--- config.mk ---
export PLATFORM = sky130hd
export DESIGN_NAME = opb_register_ppc2simulink
export DESIGN_NICKNAME = d
export VERILOG_FILES = /design/src/rtl/opb_register_ppc2simulink_pkg.sv /design/src/rtl/opb_register_ppc2simulink_be.sv /design/src/rtl/opb_register_ppc2simulink.sv
export SDC_FILE = /design/constraint.sdc
export NUM_CORES = 1
export LEC_CHECK = 0
export CAP_MARGIN = 40
export CORE_ASPECT_RATIO = 0.7
export CORE_MARGIN = 1.5
export CORE_UTILIZATION = 40
export DETAILED_ROUTE_END_ITERATION = 16
export PLACE_DENSITY = 0.81
export SKIP_CTS_REPAIR_TIMING = 1
export SYNTH_ARGS = -nofsm -noshare
export SYNTH_HDL_FRONTEND = slang
export SYNTH_SLANG_ARGS = --single-unit
--- constraint.sdc ---
create_clock -name OPB_Clk -period 2.1 [get_ports OPB_Clk]
set_input_delay 0.42 -clock OPB_Clk [delete_from_list [all_inputs] [get_ports OPB_Clk]]
set_output_delay 0.42 -clock OPB_Clk [all_outputs]
set_load 0.03 [all_outputs]
--- src/rtl/opb_register_ppc2simulink_pkg.sv ---
// Shared types and constants for the PPC-to-Simulink OPB register slave.
package opb_register_ppc2simulink_pkg;

   typedef enum logic [1:0] {
      ST_IDLE = 2'd0,
      ST_ACK  = 2'd1,
      ST_WAIT = 2'd2
   } state_t;

   // Word offsets within the 8-byte aliased window.
   localparam logic [2:0] OFF_DATA = 3'h0;
   localparam logic [2:0] OFF_CNT  = 3'h4;

endpackage

--- src/rtl/opb_register_ppc2simulink_be.sv ---
// Byte-lane write merge: lane k (big-endian, lane 0 = bits 31:24) takes new data when be[k] is set.
module opb_be_merge (
   input  logic [31:0] cur,
   input  logic [31:0] wdata,
   input  logic [0:3]  be,
   output logic [31:0] merged
);

   always_comb begin
      merged = cur;
      for (int k = 0; k < 4; k++) begin
         if (be[k]) merged[31-8*k -: 8] = wdata[31-8*k -: 8];
      end
   end

endmodule

--- src/rtl/opb_register_ppc2simulink.sv ---
// OPB slave exposing one R/W data register to user logic plus a read-only write counter.
module opb_register_ppc2simulink
   import opb_register_ppc2simulink_pkg::*;
#(
   parameter logic [31:0] C_BASEADDR   = 32'h010B0200,
   parameter logic [31:0] C_HIGHADDR   = 32'h010B02FF,
   parameter int          C_OPB_AWIDTH = 32,
   parameter int          C_OPB_DWIDTH = 32,
   parameter              C_FAMILY     = "virtex5",
   parameter logic [31:0] C_INIT       = 32'h0
) (
   input  logic        OPB_Clk,
   input  logic        OPB_Rst,
   input  logic [0:31] OPB_ABus,
   input  logic [0:3]  OPB_BE,
   input  logic [0:31] OPB_DBus,
   input  logic        OPB_RNW,
   input  logic        OPB_select,
   input  logic        OPB_seqAddr,
   output logic [0:31] Sl_DBus,
   output logic        Sl_xferAck,
   output logic        Sl_errAck,
   output logic        Sl_retry,
   output logic        Sl_toutSup,
   output logic [31:0] user_data_out,
   output logic        user_data_valid,
   output logic [31:0] user_wr_count
);

   state_t      state, state_next;
   logic [31:0] data_reg;
   logic [31:0] wr_count;
   logic [31:0] wdata;
   logic [31:0] merged;
   logic [2:0]  offset;
   logic        hit;
   logic        in_ack;
   logic        data_wr;
   logic        unused_ok;

   assign unused_ok = &{1'b0, OPB_seqAddr, C_OPB_AWIDTH[0], C_OPB_DWIDTH[0], C_FAMILY[0]};

   assign hit     = OPB_select && (OPB_ABus >= C_BASEADDR) && (OPB_ABus <= C_HIGHADDR);
   assign offset  = OPB_ABus[29:31] & 3'b100;
   assign in_ack  = (state == ST_ACK);
   assign data_wr = in_ack && !OPB_RNW && (offset == OFF_DATA);
   // DBus bit 0 is the MSB, so a plain assignment gives user bit 31-i = DBus bit i.
   assign wdata   = OPB_DBus;

   opb_be_merge u_merge (
      .cur    (data_reg),
      .wdata  (wdata),
      .be     (OPB_BE),
      .merged (merged)
   );

   always_ff @(posedge OPB_Clk or negedge OPB_Rst) begin
      if (!OPB_Rst) state <= ST_IDLE;
      else          state <= state_next;
   end

   always_comb begin
      state_next = state;
      case (state)
         ST_IDLE: if (hit) state_next = ST_ACK;
         ST_ACK:  state_next = ST_WAIT;
         ST_WAIT: if (!OPB_select) state_next = ST_IDLE;
         default: state_next = ST_IDLE;
      endcase
   end

   // Commit happens on the edge that ends the ACK cycle; valid follows in the next cycle.
   always_ff @(posedge OPB_Clk or negedge OPB_Rst) begin
      if (!OPB_Rst) begin
         data_reg        <= C_INIT;
         wr_count        <= 32'h0;
         user_data_valid <= 1'b0;
      end else begin
         user_data_valid <= data_wr;
         if (data_wr) begin
            data_reg <= merged;
            wr_count <= wr_count + 32'h1;
         end
      end
   end

   assign Sl_xferAck    = in_ack;
   assign Sl_DBus       = (in_ack && OPB_RNW) ? ((offset == OFF_CNT) ? wr_count : data_reg) : 32'h0;
   assign Sl_errAck     = 1'b0;
   assign Sl_retry      = 1'b0;
   assign Sl_toutSup    = 1'b0;
   assign user_data_out = data_reg;
   assign user_wr_count = wr_count;

endmodule

# Word-level counts from Yosys, hierarchy flattened
# Index checks and enable logic that the tools add are counted.
# W data, S select, Z words.
# word_totals
input_bits	73
out_inout_bits	101
word_cells	32
register_bits	67
# op_classes
n_addsub	1
n_reduce_logical	13
order_cmp	2
eq_ne	4
n_mux	5
# ops
op	n
$mux W32	2
$add A32 B1 Y32 const B	1
$ge A32 B25 Y1 const B	1
$le A32 B25 Y1 const B	1
$reduce_and A2 Y1	5
$pmux W2 S3	1
$logic_and A1 B1 Y1	5
$mux W2	2
$ne A2 B2 Y1 const B	2
$logic_not A3 Y1	1
$eq A2 B1 Y1 const B	1
$eq A2 B2 Y1 const B	1
$logic_not A2 Y1	1
$logic_not A1 Y1	1

# Depth between registers and ports, before layout
# logic_depth
depth_word	5
mapped_depth	7
mapped_depth_nobuf	6

# By module
# A second synthesis with hierarchy kept.
# hier_totals
hier_cells	398
area_unflattened_um2	3916.3
# modules_own_cells
mod	seq_area_each_um2	cells_each	n_inst	area_each_um2
opb_register_ppc2simulink	1676.6	362	1	3390.8
opb_be_merge	0.0	36	1	525.5

# Least setup slack after synthesis
# OpenSTA, ideal clock, no wires.
# synth_path
path_type	reg-to-output
startpoint	reg state[1]
endpoint	out Sl_DBus[10] (netlist name)
path_stages_with_launch	5
slack_ns	-0.144
required_time_ns	1.680
n_path_buf	1
t_arrival_ns	1.824
cell_sequence	dfrtp_1 > nor2b_1 > nand2_1 > buf_1 > nor2_1
# synth_via
elab_chain_cells	3
# synth_rtl
element	line	text
start, declared	opb_register_ppc2simulink.sv:30	state_t state, state_next;
start signal, assigned	opb_register_ppc2simulink.sv:59	else state <= state_next;
$eq A2 B1 Y1	opb_register_ppc2simulink.sv:45	assign in_ack = (state == ST_ACK);
via Sl_xferAck	opb_register_ppc2simulink.sv:21	output logic Sl_xferAck,
$logic_and A1 B1 Y1	opb_register_ppc2simulink.sv:88	assign Sl_DBus = (in_ack && OPB_RNW) ? ((offset == OFF_CNT) ? wr_count : data_reg) : 32'h0;
$mux W32	opb_register_ppc2simulink.sv:88	
end, declared	opb_register_ppc2simulink.sv:20	output logic [0:31] Sl_DBus,
# The timed path passes the listed nets, and every way through them passes these cells.

# Worst setup path after layout
# layout_path
startpoint	in OPB_RNW
endpoint	out Sl_DBus[1] (netlist name)
# layout_via
elab_chain_cells	2
# layout_rtl
element	line	text
start, declared	opb_register_ppc2simulink.sv:17	input logic OPB_RNW,
$logic_and A1 B1 Y1	opb_register_ppc2simulink.sv:88	
$mux W32	opb_register_ppc2simulink.sv:88	
# No other way between the ends.

==> results.md <==
* Run status: finished, final reports clean
* Final hold vios at 0
* Maxcap violations at 0
* Maximum fanout along the worst path at 11
* ANT cells at 0
* # IOs at 174
* Peak supply drop at roughly 0.38 mV
* Area Overhead vs Synth at 61.7%
* Synth Instances at 284
* Placed Area at slightly above 5000 um^2
* CTS sink count at 67
* CTS Buf Count at 9
* Critical path arrival at 1.58 ns
* Setup TNS at 0 ns
* # DRC at 0
* Vias post-DR at approximately 2.8k
* Commonest cells after routing, fill and taps aside: clkdlybuf4s50_1 (127), dfrtp_1 (66), buf_4 (44)
* Detailed Place HPWL at 6670 um
* Post-synth EDFFs at 0
* Fin crit period at approximately 2 ns
* First-pass GRT wire length at roughly 14,000 um
* Clk root buf: clkbuf_16
* DP Worst Slack at -0.116 ns
* CP Data Required Time at between 1.5 and 2 ns
* Worst R2R Start: user_wr_count[0]$_DFFE_PN0P_
* Synth unique cells at 31
* Final nets at 535
* Total gr overflow at 0
* Cells on worst reg2reg path at 6
* FP Rows at 27
* Clock buffer depth at 2
* Seq/Total Area, Yosys at 50.6%
* Routed WL at a little under 9000 um
* Setup Skew at 0.0103 ns
* Syn Area/Cell at 11.7 um^2
* Post-synthesis cell area at 3310 um^2
* Synth Flop Type: dfrtp_1
* CTS tree: yes
* Port buffer count at approximately 160
* Die ar. at 8850 um^2
* Final Slew Violations at 0
* Final worst setup slack at roughly 0.10 ns
* Worst-Skew Late Latency at around 0.33 ns
* Vias in the first global route at between 2k and 3k
* Setup violators final at 0
* Gr usage total at about 20%
* GPL Wtd Cong at 0.786
* Initial DRT Pass Iterations at 4
* Number of routed nets with antenna violations at 0
* DR WL/cell at approximately 15 um
* Setup crit start kind: input port
* Finished Cell Area at roughly 5400 um^2
* Highest clock rate at 500 MHz
* Seq cells post-synth at 67
* Crit end category: primary output
* Initial antenna violation count at 0
* Unrepaired setup endpoints after global routing: no
* Fin crit share at 95.2%
* Worst R2R End: user_wr_count[26]$_DFFE_PN0P_
* Die Wd at around 110 um
* Most common cell after layout, fill and taps aside: clkdlybuf4s50_1
* CTS clk-pin slew, worst paths at ~0.05 ns
* Core area at around 7900 um^2
* Initial Utilization at a little over two fifths
* Iter 0 DRT Violations at between 100 and 150
* Largest net degree at the start of global routing at between 60 and 70
* H-tree Lvls at 3
* Die H at 79.2 um
* Critical setup path kind: in2out
* Vias/cell at 4.96
* Layout cell share with drive strength beyond 1 at ~23%
* Setup slack, reg-to-reg at between 0.2 and 0.3 ns
* Leak pwr at between 2 and 3 nW
* Power Dens Cells at ~560 nW/um^2
* Yosys warnings at 0
* Asr flop ratio synth at 100%
* Hold Path Class: in2async
==> registers in the layout, indices dropped and copies added (netlist names) <==
signal and flops:
user_data_out 32, user_wr_count 32, state 2, user_data_valid 1
==> stage by stage <==
stage               power (mW)  hold WS [ns]  std cells  utilization (%)
CTS                       3.03         0.114        566             67.4
finish                    2.99        0.0801        567             67.5
global route              3.11         0.125        567             67.5
global placement          1.51         0.464        550             63.5
detailed placement        1.51         0.467        550             63.5
floorplan                 1.36         0.124        286                -
==> kinds of logic after synthesis <==
family	synth area share, %
simple gates	17.6
flops	50.6
mux	20.9
xor+xnor	8.19
buf+inv	2.00
fa+ha+maj	0.377
other cells	0.113
compound gates	0.227
==> where the power goes <==
| part | internal, mW | switching, mW | total [mW] |
|---|---|---|---|
| clock | 0.955 | 0.554 | 1.51 |
| sequential | 1.29 | 0.000000375 | 1.29 |
| combinational | 0.123 | 0.0696 | 0.193 |
| total | 2.37 | 0.624 | 2.99 |
==> metal layers <==
layer	GRT usage (%)	part of all wire, %
met3	9.69	9.5
met4	5.19	0.60
met5	0	0
met1	24.8	44
met2	31.0	45
==> cell type report <==
cell class | count | area [um^2]
Inverter | 1 | 3.75
Clock buffer | 11 | 243
Clock inverter | 5 | 62.6
Timing Repair Buffer | 176 | 1660
Fill cell | 618 | 2580
Multi-Input combinational cell | 206 | 1580
Sequential cell | 67 | 1680
Tap cell | 101 | 126
==> how the worst max path moves through the flow <==
stage	startpoint	to	depth (start not counted)
after CTS	state[1]$_DFFE_PN0P_	Sl_xferAck	2
after detailed placement	OPB_RNW	user_wr_count[11]$_DFFE_PN0P_	6
after global routing	state[1]$_DFFE_PN0P_	Sl_DBus[6]	5
after floorplan	OPB_ABus[29]	Sl_DBus[11]	4
final	OPB_RNW	Sl_DBus[1]	5
after global placement	OPB_RNW	user_wr_count[26]$_DFFE_PN0P_	6
==> Yosys cell counts, types with 3 or more instances <==
master | count | area, um^2
mux2i_1 | 32 | 320
buf_1 | 4 | 15.0
nor4_1 | 4 | 25.0
mux2_2 | 33 | 372
nand3_1 | 12 | 60.1
dfrtp_1 | 67 | 1680
buf_4 | 4 | 30.0
xnor2_1 | 19 | 166
nand2_1 | 14 | 52.6
and4_1 | 5 | 43.8
and3_1 | 6 | 37.5
nand4_1 | 6 | 37.5
nor2b_1 | 3 | 18.8
nand2_2 | 3 | 18.8
nor2_1 | 40 | 150
xor2_1 | 12 | 105
==> worst max-delay path, cell delays in order <==
cell and delay [ns]:
clkdlybuf4s50_1 0.52, nand2_1 0.13, buf_4 0.21, nor2_1 0.13, buf_4 0.17
No activity file was read; power rests on OpenSTA's default activity.
